===== src/rtl/bw_r_cm_prm.sv =====
// bw_r_cm_prm: parametrised content-addressable miss/fill tag buffer.
// Requests are captured at one edge and acted on at the next. Lookup and
// read results come out of registers at that same edge. Lookups and reads
// see the array as it was before any write that completes on that edge.
module bw_r_cm_prm #(
  parameter int DEPTH  = 16,
  parameter int AW     = 4,
  parameter int WIDTH  = 40,
  parameter int KEY_LO = 8,
  parameter int IDX_HI = 17
) (
  input  logic                    rclk,
  input  logic                    rst,
  input  logic                    sehold,
  input  logic                    rst_tri_en,
  input  logic                    wr_en,
  input  logic [AW-1:0]           wr_adr,
  input  logic [WIDTH-1:0]        din,
  input  logic                    rd_en,
  input  logic [AW-1:0]           rd_adr,
  output logic [WIDTH-1:0]        dout,
  output logic                    rd_vld,
  input  logic                    inv_en,
  input  logic [AW-1:0]           inv_adr,
  input  logic                    inv_all,
  input  logic                    lookup_en,
  input  logic [WIDTH-KEY_LO-1:0] key,
  output logic [DEPTH-1:0]        match,
  output logic [DEPTH-1:0]        match_idx,
  output logic                    hit,
  output logic [AW-1:0]           hit_adr,
  output logic                    multi_hit,
  output logic                    lk_wr_coll
);

  localparam int KW = WIDTH - KEY_LO;
  localparam int IW = IDX_HI - KEY_LO + 1;

  logic                 wr_en_d1, rd_en_d1, inv_en_d1, inv_all_d1, lookup_en_d1;
  logic [AW-1:0]        wr_adr_d1, rd_adr_d1, inv_adr_d1;
  logic [WIDTH-1:0]     din_d1;
  logic [KW-1:0]        key_d1;

  logic [WIDTH-1:0]     mem [DEPTH];
  logic [DEPTH-1:0]     vld;

  logic [DEPTH-1:0]     match_nxt, match_idx_nxt;
  logic [AW-1:0]        hit_adr_nxt;
  logic                 multi_hit_nxt, lk_wr_coll_nxt;

  // Capture request enables; reset drops anything pending, sehold freezes them
  always_ff @(posedge rclk) begin
    if (rst) begin
      wr_en_d1     <= 1'b0;
      rd_en_d1     <= 1'b0;
      inv_en_d1    <= 1'b0;
      inv_all_d1   <= 1'b0;
      lookup_en_d1 <= 1'b0;
    end else if (!sehold) begin
      wr_en_d1     <= wr_en;
      rd_en_d1     <= rd_en;
      inv_en_d1    <= inv_en;
      inv_all_d1   <= inv_all;
      lookup_en_d1 <= lookup_en;
    end
  end

  // Capture addresses, data and key; these are never reset
  always_ff @(posedge rclk) begin
    if (!sehold) begin
      wr_adr_d1  <= wr_adr;
      rd_adr_d1  <= rd_adr;
      inv_adr_d1 <= inv_adr;
      din_d1     <= din;
      key_d1     <= key;
    end
  end

  // Array data write; scan tri-state blocks it, data itself has no reset
  always_ff @(posedge rclk) begin
    if (!rst && wr_en_d1 && !rst_tri_en) begin
      mem[wr_adr_d1] <= din_d1;
    end
  end

  // Valid bits: a write sets, invalidates are ordered last so they win
  always_ff @(posedge rclk) begin
    if (rst) begin
      vld <= '0;
    end else if (!rst_tri_en) begin
      if (wr_en_d1) vld[wr_adr_d1] <= 1'b1;
      if (inv_all_d1) vld <= '0;
      else if (inv_en_d1) vld[inv_adr_d1] <= 1'b0;
    end
  end

  // Compare captured key against the pre-write array and encode the result
  always_comb begin
    match_nxt     = '0;
    match_idx_nxt = '0;
    hit_adr_nxt   = '0;
    for (int i = 0; i < DEPTH; i++) begin
      match_nxt[i]     = lookup_en_d1 & vld[i] & (mem[i][WIDTH-1:KEY_LO] == key_d1);
      match_idx_nxt[i] = lookup_en_d1 & vld[i] & (mem[i][IDX_HI:KEY_LO] == key_d1[IW-1:0]);
    end
    for (int i = DEPTH - 1; i >= 0; i--) begin
      if (match_nxt[i]) hit_adr_nxt = AW'(i);
    end
    multi_hit_nxt  = |(match_nxt & (match_nxt - DEPTH'(1)));
    lk_wr_coll_nxt = lookup_en_d1 & wr_en_d1 & ~rst_tri_en & match_nxt[wr_adr_d1];
  end

  // Register lookup results; an idle lookup cycle drives them all to zero
  always_ff @(posedge rclk) begin
    if (rst) begin
      match      <= '0;
      match_idx  <= '0;
      hit        <= 1'b0;
      hit_adr    <= '0;
      multi_hit  <= 1'b0;
      lk_wr_coll <= 1'b0;
    end else begin
      match      <= match_nxt;
      match_idx  <= match_idx_nxt;
      hit        <= |match_nxt;
      hit_adr    <= hit_adr_nxt;
      multi_hit  <= multi_hit_nxt;
      lk_wr_coll <= lk_wr_coll_nxt;
    end
  end

  // Registered read port; holds its last result when no read is pending
  always_ff @(posedge rclk) begin
    if (rst) begin
      dout   <= '0;
      rd_vld <= 1'b0;
    end else if (rd_en_d1) begin
      if (rst_tri_en) begin
        dout   <= '1;
        rd_vld <= 1'b0;
      end else begin
        dout   <= mem[rd_adr_d1];
        rd_vld <= vld[rd_adr_d1];
      end
    end
  end

endmodule


===== config.mk =====
export PLATFORM = sky130hd
export DESIGN_NAME = bw_r_cm_prm
export DESIGN_NICKNAME = d
export VERILOG_FILES = /design/src/rtl/bw_r_cm_prm.sv
export SDC_FILE = /design/constraint.sdc
export NUM_CORES = 1
export LEC_CHECK = 0
export CORE_MARGIN = 1
export CORE_UTILIZATION = 61
export DETAILED_ROUTE_END_ITERATION = 16
export PLACE_DENSITY_LB_ADDON = 0.05
export SLEW_MARGIN = 20
export SYNTH_ARGS = -nofsm -noshare
export SYNTH_HDL_FRONTEND = slang
export SYNTH_SLANG_ARGS = --single-unit

===== constraint.sdc =====
create_clock -name rclk -period 4.5 [get_ports rclk]
set_input_delay 0.675 -clock rclk [delete_from_list [all_inputs] [get_ports rclk]]
set_output_delay 0.675 -clock rclk [all_outputs]
set_load 0.02 [all_outputs]

==> flow_metrics.py <==
metrics = {
    "grt": {
        "grt_pass1_wl_mm": 174,
        "grt_overflow": 0,
        "grt_use_total_pct": 41.0,
        "first_global_vias": 22400,
        "grt_max_degree": 84,
        "antenna_found_initial": 3,
    },
    "timing": {
        "finalCritPeriodShare_pct": 93.7,
        "finalHoldViolCount": 0,
        "drv_slew": 0,
        "rsz0062_at_grt": "false",
        "setup_viol": 0,
        "max_freq_mhz": 237,
        "relSlewSlack_pct": 26.7,
        "finalClockSkew_ns": 0.0263,
        "worst_pin_slew_ns": 1.10,
        "period_minus_slack_ns": 4.22,
        "finalSetupTns_ns": 0,
    },
    "pwr": {
        "p_leak_nw": 13.9,
        "peakVddDrop_mv": 0.365,
        "p_per_area_nw_per_um2": 416,
        "total_power_mw": 17.8,
    },
    "routing": {
        "wire_per_inst_um": 38.1,
        "ant_nets": 0,
        "dr.first_iter.drc_count": 3529,
        "viasPerCell": 6.99,
        "drc": 0,
        "wl_mm": 125,
        "firstDrtPassIters": 6,
        "vias": 23000,
    },
    "place": {
        "io_buffers": 172,
        "gp_congestion": 1.03,
        "place_hpwl_mm": 84.6,
    },
    "floorplanning": {
        "rows": 90,
        "io-pin-count": 173,
        "core-area_um2": 60200,
        "dieArea_um2": 61900,
        "die_x_um": 249,
        "initial_core_util_pct": 61.7,
        "die_y_um": 249,
    },
    "cts": {
        "clock_latency_ns": 0.66,
        "clock-sinks": 829,
        "cts_tree": "done",
        "cts-buffers-inserted": 84,
        "cts_buffer_depth": 3,
        "post_cts_buffers": 0,
        "htreeDepth": 3,
        "cts_root_buf": "clkbuf_16",
        "clk_pin_slew_worst_paths_ns": 0.07,
        "ctsHoldBuffers": 0,
        "postCtsResizedCells": 0,
    },
    "yosys": {
        "synthCells": 2252,
        "syn-mean-instance-area_um2": 16.5,
        "synth-warning-count": 0,
        "async_reset_ff_share_pct": 0,
        "synth_edf_count": 724,
        "yosysMostFrequentCell": "edfxtp_1",
        "synth-seq-cells": 829,
        "netlist_area_um2": 37200,
        "synth_nets": 2345,
        "synth_flop_cell": "edfxtp_1",
        "synth_area_leader_cell": "edfxtp_1",
        "synth_sequential_area_ratio_pct": 64.2,
        "synth_area_leaders": "edfxtp_1 58%, mux4_2 12%, xor2_1 9.1%",
        "ys_types": 58,
        "yosys-top-cells-count": "724 x edfxtp_1, 388 x xor2_1, 206 x mux4_2",
        "synth_top_area_share_pct": 58.5,
    },
    "cells_and_area": {
        "areaGrowthSynthToFinish_pct": 14.9,
        "multiInputGateArea_um2": 12500,
        "regArea_um2": 23900,
        "drive_gt1_share_pct": 18.8,
        "layout.nets": 2529,
        "nFillCells": 3768,
    },
    "min_path": {
        "hp-class": "flip-flop to flip-flop",
    },
    "worst_setup_path": {
        "path_cells": "xor2_1 > nor4_1 > nand3_1 > nor3_1 > o21ai_0 > a41oi_1 > o41a_1 > o22ai_1 > a41oi_1",
        "worstPathRequired_ns": 5.07,
        "path_buf_inv": 0,
        "path_class": "flip-flop to flip-flop",
        "path_delay_family": "simple AND/OR/NAND/NOR gates",
        "cp_slowest_cell": "nor4_1",
        "crit_fanout": 16,
        "arrival_ns": 4.79,
        "crit_path_end_kind": "flip-flop",
        "startpoint_type": "flip-flop",
        "crit_path_max_incr_delay_ns": 0.94,
        "critPathMostFrequentCell": "a41oi_1",
    },
    "job": {
        "drv_cap": 0,
    },
    "status": {
        "run_status": "complete, no violations",
    },
}
## flip-flops by register name (all words and copies together), names as in the netlist, 4 cells and up, named ones only
name and flops:
din_d1 40, dout 40, hit_adr 4, inv_adr_d1 4, key_d1 32, match 16, match_idx 16, mem 640
rd_adr_d1 4, vld 16, wr_adr_d1 4
## where the power goes
group | leakage [nW] | internal (mW) | switching (mW)
Combinational | 5.08 | 0.700 | 0.864
Sequential | 7.43 | 8.52 | 0.367
Clock | 1.39 | 4.19 | 3.11
Total | 13.9 | 13.4 | 4.34
## final timing paths
check | to | slack, ns | cells after the start | start
worst max-delay path | multi_hit$_SDFF_PP0_ | 0.28 | 9 | key_d1[4]$_DFFE_PN_
worst min register to register | rd_vld$_SDFFE_PP0P_ | 0.48 | 2 | rd_vld$_SDFFE_PP0P_
worst max register to register | multi_hit$_SDFF_PP0_ | 0.28 | 9 | key_d1[4]$_DFFE_PN_
worst min-delay path | rd_vld$_SDFFE_PP0P_ | 0.48 | 2 | rd_vld$_SDFFE_PP0P_
## kinds of logic after synthesis
logic type,count (synthesis),synth area share [%]
AND/OR/NAND/NOR,426,6.02
buffers and inverters,159,2.68
flip-flops,829,64.2
AO/OA/AOI/OAI,105,1.93
multiplexers,221,12.9
XOR/XNOR,512,12.3
## layer usage
layer	part of all wire (%)	vias to the layer above	track usage, %	routed length, um
met5	0.018	-	0	23
met4	3.1	4	12.2	3920
met3	15	269	13.9	19000
met2	43	1973	57.6	53700
met1	39	11700	60.9	48700
li1	-	9023	-	-
## metrics by stage
| stage | hold WS, ns | cells | instance area, um^2 | worst slack [ns] | utilization, % |
|---|---|---|---|---|---|
| after global routing | 0.511 | 3288 | 42700 | 0.125 | 70.9 |
| after CTS | 0.482 | 3288 | 42700 | 0.517 | 70.9 |
| final | 0.480 | 3289 | 42700 | 0.281 | 70.9 |
| after floorplan | 0.470 | 2252 | 37200 | 1.10 | - |
| after global placement | 0.466 | 3132 | 39800 | 0.586 | 66.1 |
| after detailed placement | 0.473 | 3132 | 39800 | 0.532 | 66.1 |
## cells in the final DEF (no fill, tap or decap), drive strengths merged, types with 7 or more instances in the layout
cell and instances:
a41oi 8, bufinv 10, nand4 39, dfxtp 105, xor2 388, mux2i 8, a31oi 13, clkinv 31
a211oi 41, mux4 206, buf 81, nor3 42, o21ai 10, xnor2 124, a21oi 23, nand2 19
clkbuf 108, mux2 7, clkdlybuf4s50 170, nor4 103, nand3 34, inv 8, edfxtp 724, nor2 157
## worst min-delay path: stages, from the launching register on
cell and delay [ns]:
dfxtp_1 0.31, nand2b_1 0.07, a21oi_1 0.06
## area by class of cell
cell class | instances | area share, %
multi-input cells | 1264 | 29.2
clock buffers | 108 | 5.32
flip-flops and latches | 829 | 55.9
repair buffers | 251 | 5.87
diodes | 1 | 0.00586
clock inverters | 48 | 1.44
inverters | 6 | 0.0586
well taps | 782 | 2.29
Power figures use the tool's default switching activity.
